--- src/rtl/lock_pkg.sv ---
`default_nettype none
// ============================================================================
// Module   : lock_pkg
// Brief    : Shared FSM state type, default sizing and encoder helpers for keypad_scan.
// Revision : 1.0
// ============================================================================
package lock_pkg;

    typedef enum logic [1:0] {
        ST_SCAN    = 2'd0,
        ST_CAPTURE = 2'd1,
        ST_RELEASE = 2'd2
    } scan_state_t;

    localparam int c_default_scan_div   = 50_000;
    localparam int c_default_fifo_depth = 4;

    // Position of the set bit; only meaningful when the vector is one-hot.
    function automatic logic [1:0] onehot_index(input logic [3:0] v);
        logic [1:0] idx;
        idx = 2'd0;
        for (int i = 0; i < 4; i++) begin
            if (v[i]) idx = 2'(i);
        end
        return idx;
    endfunction

    function automatic logic is_onehot(input logic [3:0] v);
        return (v != 4'b0000) && ((v & (v - 4'd1)) == 4'b0000);
    endfunction

endpackage
`default_nettype wire

--- src/rtl/key_fifo.sv ---
`default_nettype none
// ============================================================================
// Module   : key_fifo
// Brief    : Small synchronous FIFO for key codes; push while full succeeds only with a pop.
// Revision : 1.0
// ============================================================================
module key_fifo #(
    parameter int WIDTH = 4,
    parameter int DEPTH = 4
) (
    input  logic             clock,
    input  logic             reset,
    input  logic             push,
    input  logic [WIDTH-1:0] din,
    input  logic             pop,
    output logic [WIDTH-1:0] dout,
    output logic             empty,
    output logic             full
);

    localparam int c_ptr_w = (DEPTH > 1) ? $clog2(DEPTH) : 1;

    logic [WIDTH-1:0]   r_mem [DEPTH];
    logic [c_ptr_w-1:0] r_wr_ptr;
    logic [c_ptr_w-1:0] r_rd_ptr;
    logic [c_ptr_w:0]   r_count;
    logic               w_do_pop;
    logic               w_do_push;

    assign empty     = (r_count == '0);
    assign full      = (r_count == (c_ptr_w + 1)'(DEPTH));
    assign w_do_pop  = pop & ~empty;
    assign w_do_push = push & (~full | w_do_pop);
    assign dout      = r_mem[r_rd_ptr];

    // Pointers wrap naturally because DEPTH is a power of two.
    always_ff @(posedge clock) begin
        if (reset) begin
            r_wr_ptr <= '0;
            r_rd_ptr <= '0;
            r_count  <= '0;
            for (int i = 0; i < DEPTH; i++) begin
                r_mem[i] <= '0;
            end
        end else begin
            if (w_do_push) begin
                r_mem[r_wr_ptr] <= din;
                r_wr_ptr        <= r_wr_ptr + c_ptr_w'(1);
            end
            if (w_do_pop) begin
                r_rd_ptr <= r_rd_ptr + c_ptr_w'(1);
            end
            case ({w_do_push, w_do_pop})
                2'b10:   r_count <= r_count + (c_ptr_w + 1)'(1);
                2'b01:   r_count <= r_count - (c_ptr_w + 1)'(1);
                default: r_count <= r_count;
            endcase
        end
    end

endmodule
`default_nettype wire

--- src/rtl/keypad_scan.sv ---
`default_nettype none
// ============================================================================
// Module   : keypad_scan
// Brief    : 4x4 keypad column scanner with press capture and buffered key codes.
// Revision : 1.0
// ============================================================================
module keypad_scan
    import lock_pkg::*;
#(
    parameter int SCAN_DIV   = c_default_scan_div,
    parameter int FIFO_DEPTH = c_default_fifo_depth
) (
    input  logic       clock,
    input  logic       reset,
    input  logic [3:0] Row,
    input  logic       S_Row,
    output logic [3:0] Col,
    output logic [3:0] key_code,
    output logic       key_valid,
    input  logic       key_ready,
    output logic       overflow
);

    localparam int                 c_cnt_w    = (SCAN_DIV > 1) ? $clog2(SCAN_DIV) : 1;
    localparam logic [c_cnt_w-1:0] c_cnt_last = c_cnt_w'(SCAN_DIV - 1);

    scan_state_t        r_state;
    scan_state_t        w_state_nxt;
    logic [3:0]         r_col;
    logic [3:0]         w_col_nxt;
    logic [c_cnt_w-1:0] r_cnt;
    logic [c_cnt_w-1:0] w_cnt_nxt;
    logic               r_overflow;
    logic               w_push;
    logic               w_pop;
    logic               w_full;
    logic               w_empty;
    logic [3:0]         w_code;

    assign w_code    = {onehot_index(Row), onehot_index(r_col)};
    assign w_pop     = ~w_empty & key_ready;
    assign Col       = r_col;
    assign key_valid = ~w_empty;
    assign overflow  = r_overflow;

    always_ff @(posedge clock) begin
        if (reset) begin
            r_state    <= ST_SCAN;
            r_col      <= 4'b0001;
            r_cnt      <= '0;
            r_overflow <= 1'b0;
        end else begin
            r_state    <= w_state_nxt;
            r_col      <= w_col_nxt;
            r_cnt      <= w_cnt_nxt;
            r_overflow <= w_push & w_full & ~w_pop;
        end
    end

    always_comb begin
        w_state_nxt = r_state;
        w_col_nxt   = r_col;
        w_cnt_nxt   = r_cnt;
        w_push      = 1'b0;
        case (r_state)
            ST_SCAN: begin
                // A press freezes column and counter so the capture sees the same column.
                if (S_Row) begin
                    w_state_nxt = ST_CAPTURE;
                end else if (r_cnt == c_cnt_last) begin
                    w_cnt_nxt = '0;
                    w_col_nxt = {r_col[2:0], r_col[3]};
                end else begin
                    w_cnt_nxt = r_cnt + c_cnt_w'(1);
                end
            end
            ST_CAPTURE: begin
                w_push      = is_onehot(Row);
                w_state_nxt = ST_RELEASE;
            end
            ST_RELEASE: begin
                if (Row == 4'b0000) begin
                    w_state_nxt = ST_SCAN;
                    w_cnt_nxt   = '0;
                end
            end
            default: begin
                w_state_nxt = ST_SCAN;
            end
        endcase
    end

    key_fifo #(
        .WIDTH (4),
        .DEPTH (FIFO_DEPTH)
    ) u_fifo (
        .clock (clock),
        .reset (reset),
        .push  (w_push),
        .din   (w_code),
        .pop   (w_pop),
        .dout  (key_code),
        .empty (w_empty),
        .full  (w_full)
    );

endmodule
`default_nettype wire

--- config.mk ---
export PLATFORM = sky130hd
export DESIGN_NAME = keypad_scan
export DESIGN_NICKNAME = d
export VERILOG_FILES = /design/src/rtl/lock_pkg.sv /design/src/rtl/key_fifo.sv /design/src/rtl/keypad_scan.sv
export SDC_FILE = /design/constraint.sdc
export NUM_CORES = 1
export LEC_CHECK = 0
export ABC_AREA = 1
export CORE_MARGIN = 4
export CORE_UTILIZATION = 54
export CTS_CLUSTER_DIAMETER = 200
export DETAILED_ROUTE_END_ITERATION = 7
export PLACE_DENSITY = 0.74
export SYNTH_ARGS = -nofsm -noshare
export SYNTH_HDL_FRONTEND = slang
export SYNTH_SLANG_ARGS = --single-unit
--- constraint.sdc ---
create_clock -name clock -period 2.15 [get_ports clock]
set_input_delay 0.215 -clock clock [delete_from_list [all_inputs] [get_ports clock]]
set_output_delay 0.215 -clock clock [all_outputs]
set_load 0.005 [all_outputs]
==> metrics.txt <==
H-tree levels=2; # setup viols final=0; first-pass GRT wire length=a little over 8000 um; number of max-slew violations in the final report=0; Global Route Usage Sum=18.76%; total grt overflow=0; share of cells above drive strength 1=11.11%; Area after DPL=0.002764 mm2; Hold Violations, Final=0; Starting Density=55.98%; Nets=379; n_diodes=0; Worst EP arrival=2.14 ns; yosys warns=0; CTS tree=done; Synth Flop Type=dfxtp_1; Tot Pwr=1.792 mW; post-synthesis cell type count=26; Clk Latency, worst-skew pair=0.30 ns; Longest Clk Path Bufs=2; Hold Buf Count CTS=0; initial antenna violation count=0; adder-cell share of the synthesized area=1.848%; Max FO, Critical Path=4; Die Wd=75.19 um; RePlAce Congestion=just under 0.9; synthesized cell area=around 0.0024 mm2; Post-synth EDFFs=16; skew final=between 0.008 and 0.009 ns; setup bufs post-CTS=0; Post-Syn Instances=335; post-route ant nets=0; Via density=between 4 and 5; vias in the first global route=~1800; largest net degree at the start of global routing=22; crit path kind=in -> reg; Sink Count=48; Critical Path RT=2.34 ns; Tcrit/Tclk final=90.74%; mux share of post-synthesis cell area=0%; XOR/XNOR share of the synthesized area=1.437%; RSZ-0062 raised after global routing=no; post-route cell area=0.002870 mm2; FP Rows=24; Post-DP HPWL=3624 um; Root Driver=clkbuf_8; I/O Pins=18; FFs w/ async S/R, synth=0%; Synth Register Bits=48; Compound-Gate Fraction of Synth Area=8.419%; Max VDD drop=0.4185 mV; CTS Buf Count=5; Net Count, Synth=346; die height=75.19 um; core area=~0.0044 mm2; Total Wirelength=between 4000 and 5000 um; DRT iter0 DRCs=145; crit path capture type=flip-flop; CTS clk-pin slew, worst paths=0.08 ns; FMAX=512.6 MHz; Critical Path Source Type=input port; worst min-delay path category=in -> reg; routed vias=2078; Simple-Gate Fraction of Synth Area=32.29%; drc violations=0; P_leak=~1.2 nW; setup TNS=0 ns; crit path time final=1.951 ns; max cap viols=0; Slew @ Worst Pin=~0.47 ns; average size of a mapped cell=7.276 um2; number of port buffers=17; mean routed wirelength per cell=11.32 um; PwrDens=about 620 mW/mm2; status=finished, final reports clean; Slew HR=68.55%; DR pass1 iterations=4; Die ar.=0.005653 mm2; Area Growth Syn to Fin=17.76%; register area share after synthesis=roughly 46%; largest family of logic cells by synthesized area=simple AND/OR/NAND/NOR gates; Final Core Density=65.92%
==> worst max-delay path, stage by stage <==
cell and delay (ns):
clkdlybuf4s50_1 0.46, nor2_1 0.15, nand2_1 0.08, nand2_1 0.13
nor2_4 0.04, nand2_1 0.07, ha_1 0.15, inv_1 0.06
fa_1 0.38, a21oi_1 0.14, o21ai_1 0.09, o21ai_1 0.12
a21oi_1 0.05
==> synth_stat cells (4+ instances only) <==
cell      number  area share [%]
nand4_1        9             2.3
nor2_1        62             9.5
o21ai_0       15             3.1
a21oi_1       17             3.5
dfxtp_1       32              26
nand2_1       66              10
inv_1         50             7.7
nor2_2         7             1.8
o22ai_1        5             1.3
edfxtp_1      16              20
inv_2          7             1.1
xor2_1         4             1.4
nand3_1       22             4.5
==> placed cells by master (no fill, tap or decap) <==
cell / n
nor3_1: 3
nand3_1: 22
a21oi_1: 17
nor2_4: 2
bufinv_16: 1
xor2_1: 4
o21ai_1: 2
inv_2: 7
inv_1: 50
o22ai_1: 5
clkinv_1: 3
edfxtp_1: 16
nor2_2: 7
nand4_1: 9
dfxtp_1: 32
nand3_2: 1
clkbuf_8: 5
nor2_1: 62
o21bai_1: 1
buf_12: 1
buf_4: 13
ha_1: 2
nor4_1: 2
clkdlybuf4s50_1: 17
fa_1: 1
o21ai_0: 13
nand2_1: 66
a31oi_1: 1
nand2_2: 3
nand3_4: 1
==> stage by stage <==
step	std cells	hold WS, ns	setup WS, ns
2_1_floorplan	335	0.3500	0.2981
3_3_place_gp	413	0.4507	-0.09233
3_5_place_dp	413	0.4660	-0.1892
4_1_cts	421	0.4574	0.1353
5_1_grt	421	0.4660	0.02224
6_report	421	0.4650	0.1991
==> what timing repair did <==
action | 4_1_cts | 5_1_grt
endpoints found under the hold margin | 0 | 0
setup endpoints to repair | 0 | 1
resized for setup | 0 | 2
==> final timing paths <==
check | start | to | slack [ns] | cells after the start
max | Row[1] | u_fifo.r_count[2] | 0.20 | 13
min | S_Row | r_state[0] | 0.47 | 3
max reg2reg | r_state[0] | u_fifo.r_count[1] | 0.30 | 11
min reg2reg | u_fifo.r_rd_ptr[1] | flip-flop | 0.47 | 2
==> cell families after synthesis <==
group | after synthesis
adders and majority gates | 3
AOI/OAI and AO/OA | 39
and+or+nand+nor | 178
DFF | 48
buffers and inverters | 63
xor gates and xnor gates | 4
==> cell type report <==
class	count	area [um2]
sequential	48	1121
multi-input combinational	224	1072
clock inverter	3	37.54
timing repair buffer	31	287.8
fill	388	1484
clock buffer	5	68.82
inverter	58	217.7
tap	52	65.06
==> routing by layer <==
metal / up-vias / share of wire (%) / global-route usage (%) / routed length (um)
met4: 0 / 0.57 / 5.243 / 27
met3: 2 / 3.3 / 4.806 / 157
met2: 29 / 44 / 28.92 / 2116
li1: 1130 / - / - / -
met1: 917 / 52 / 26.26 / 2463
met5: - / 0 / 0 / 0
==> registers in the layout (all words and copies together) (netlist names), named ones only <==
signal and cells:
r_cnt 16, u_fifo.r_wr_ptr 2, u_fifo.r_count 3, overflow 1, u_fifo.r_mem 16, r_state 2, Col 4, u_fifo.r_rd_ptr 2
==> report_power, final <==
part           internal (mW)  switching, mW
Combinational         0.0863          0.104
Clock                  0.339          0.282
Sequential             0.961         0.0193
(Power assumes the default switching activity.)
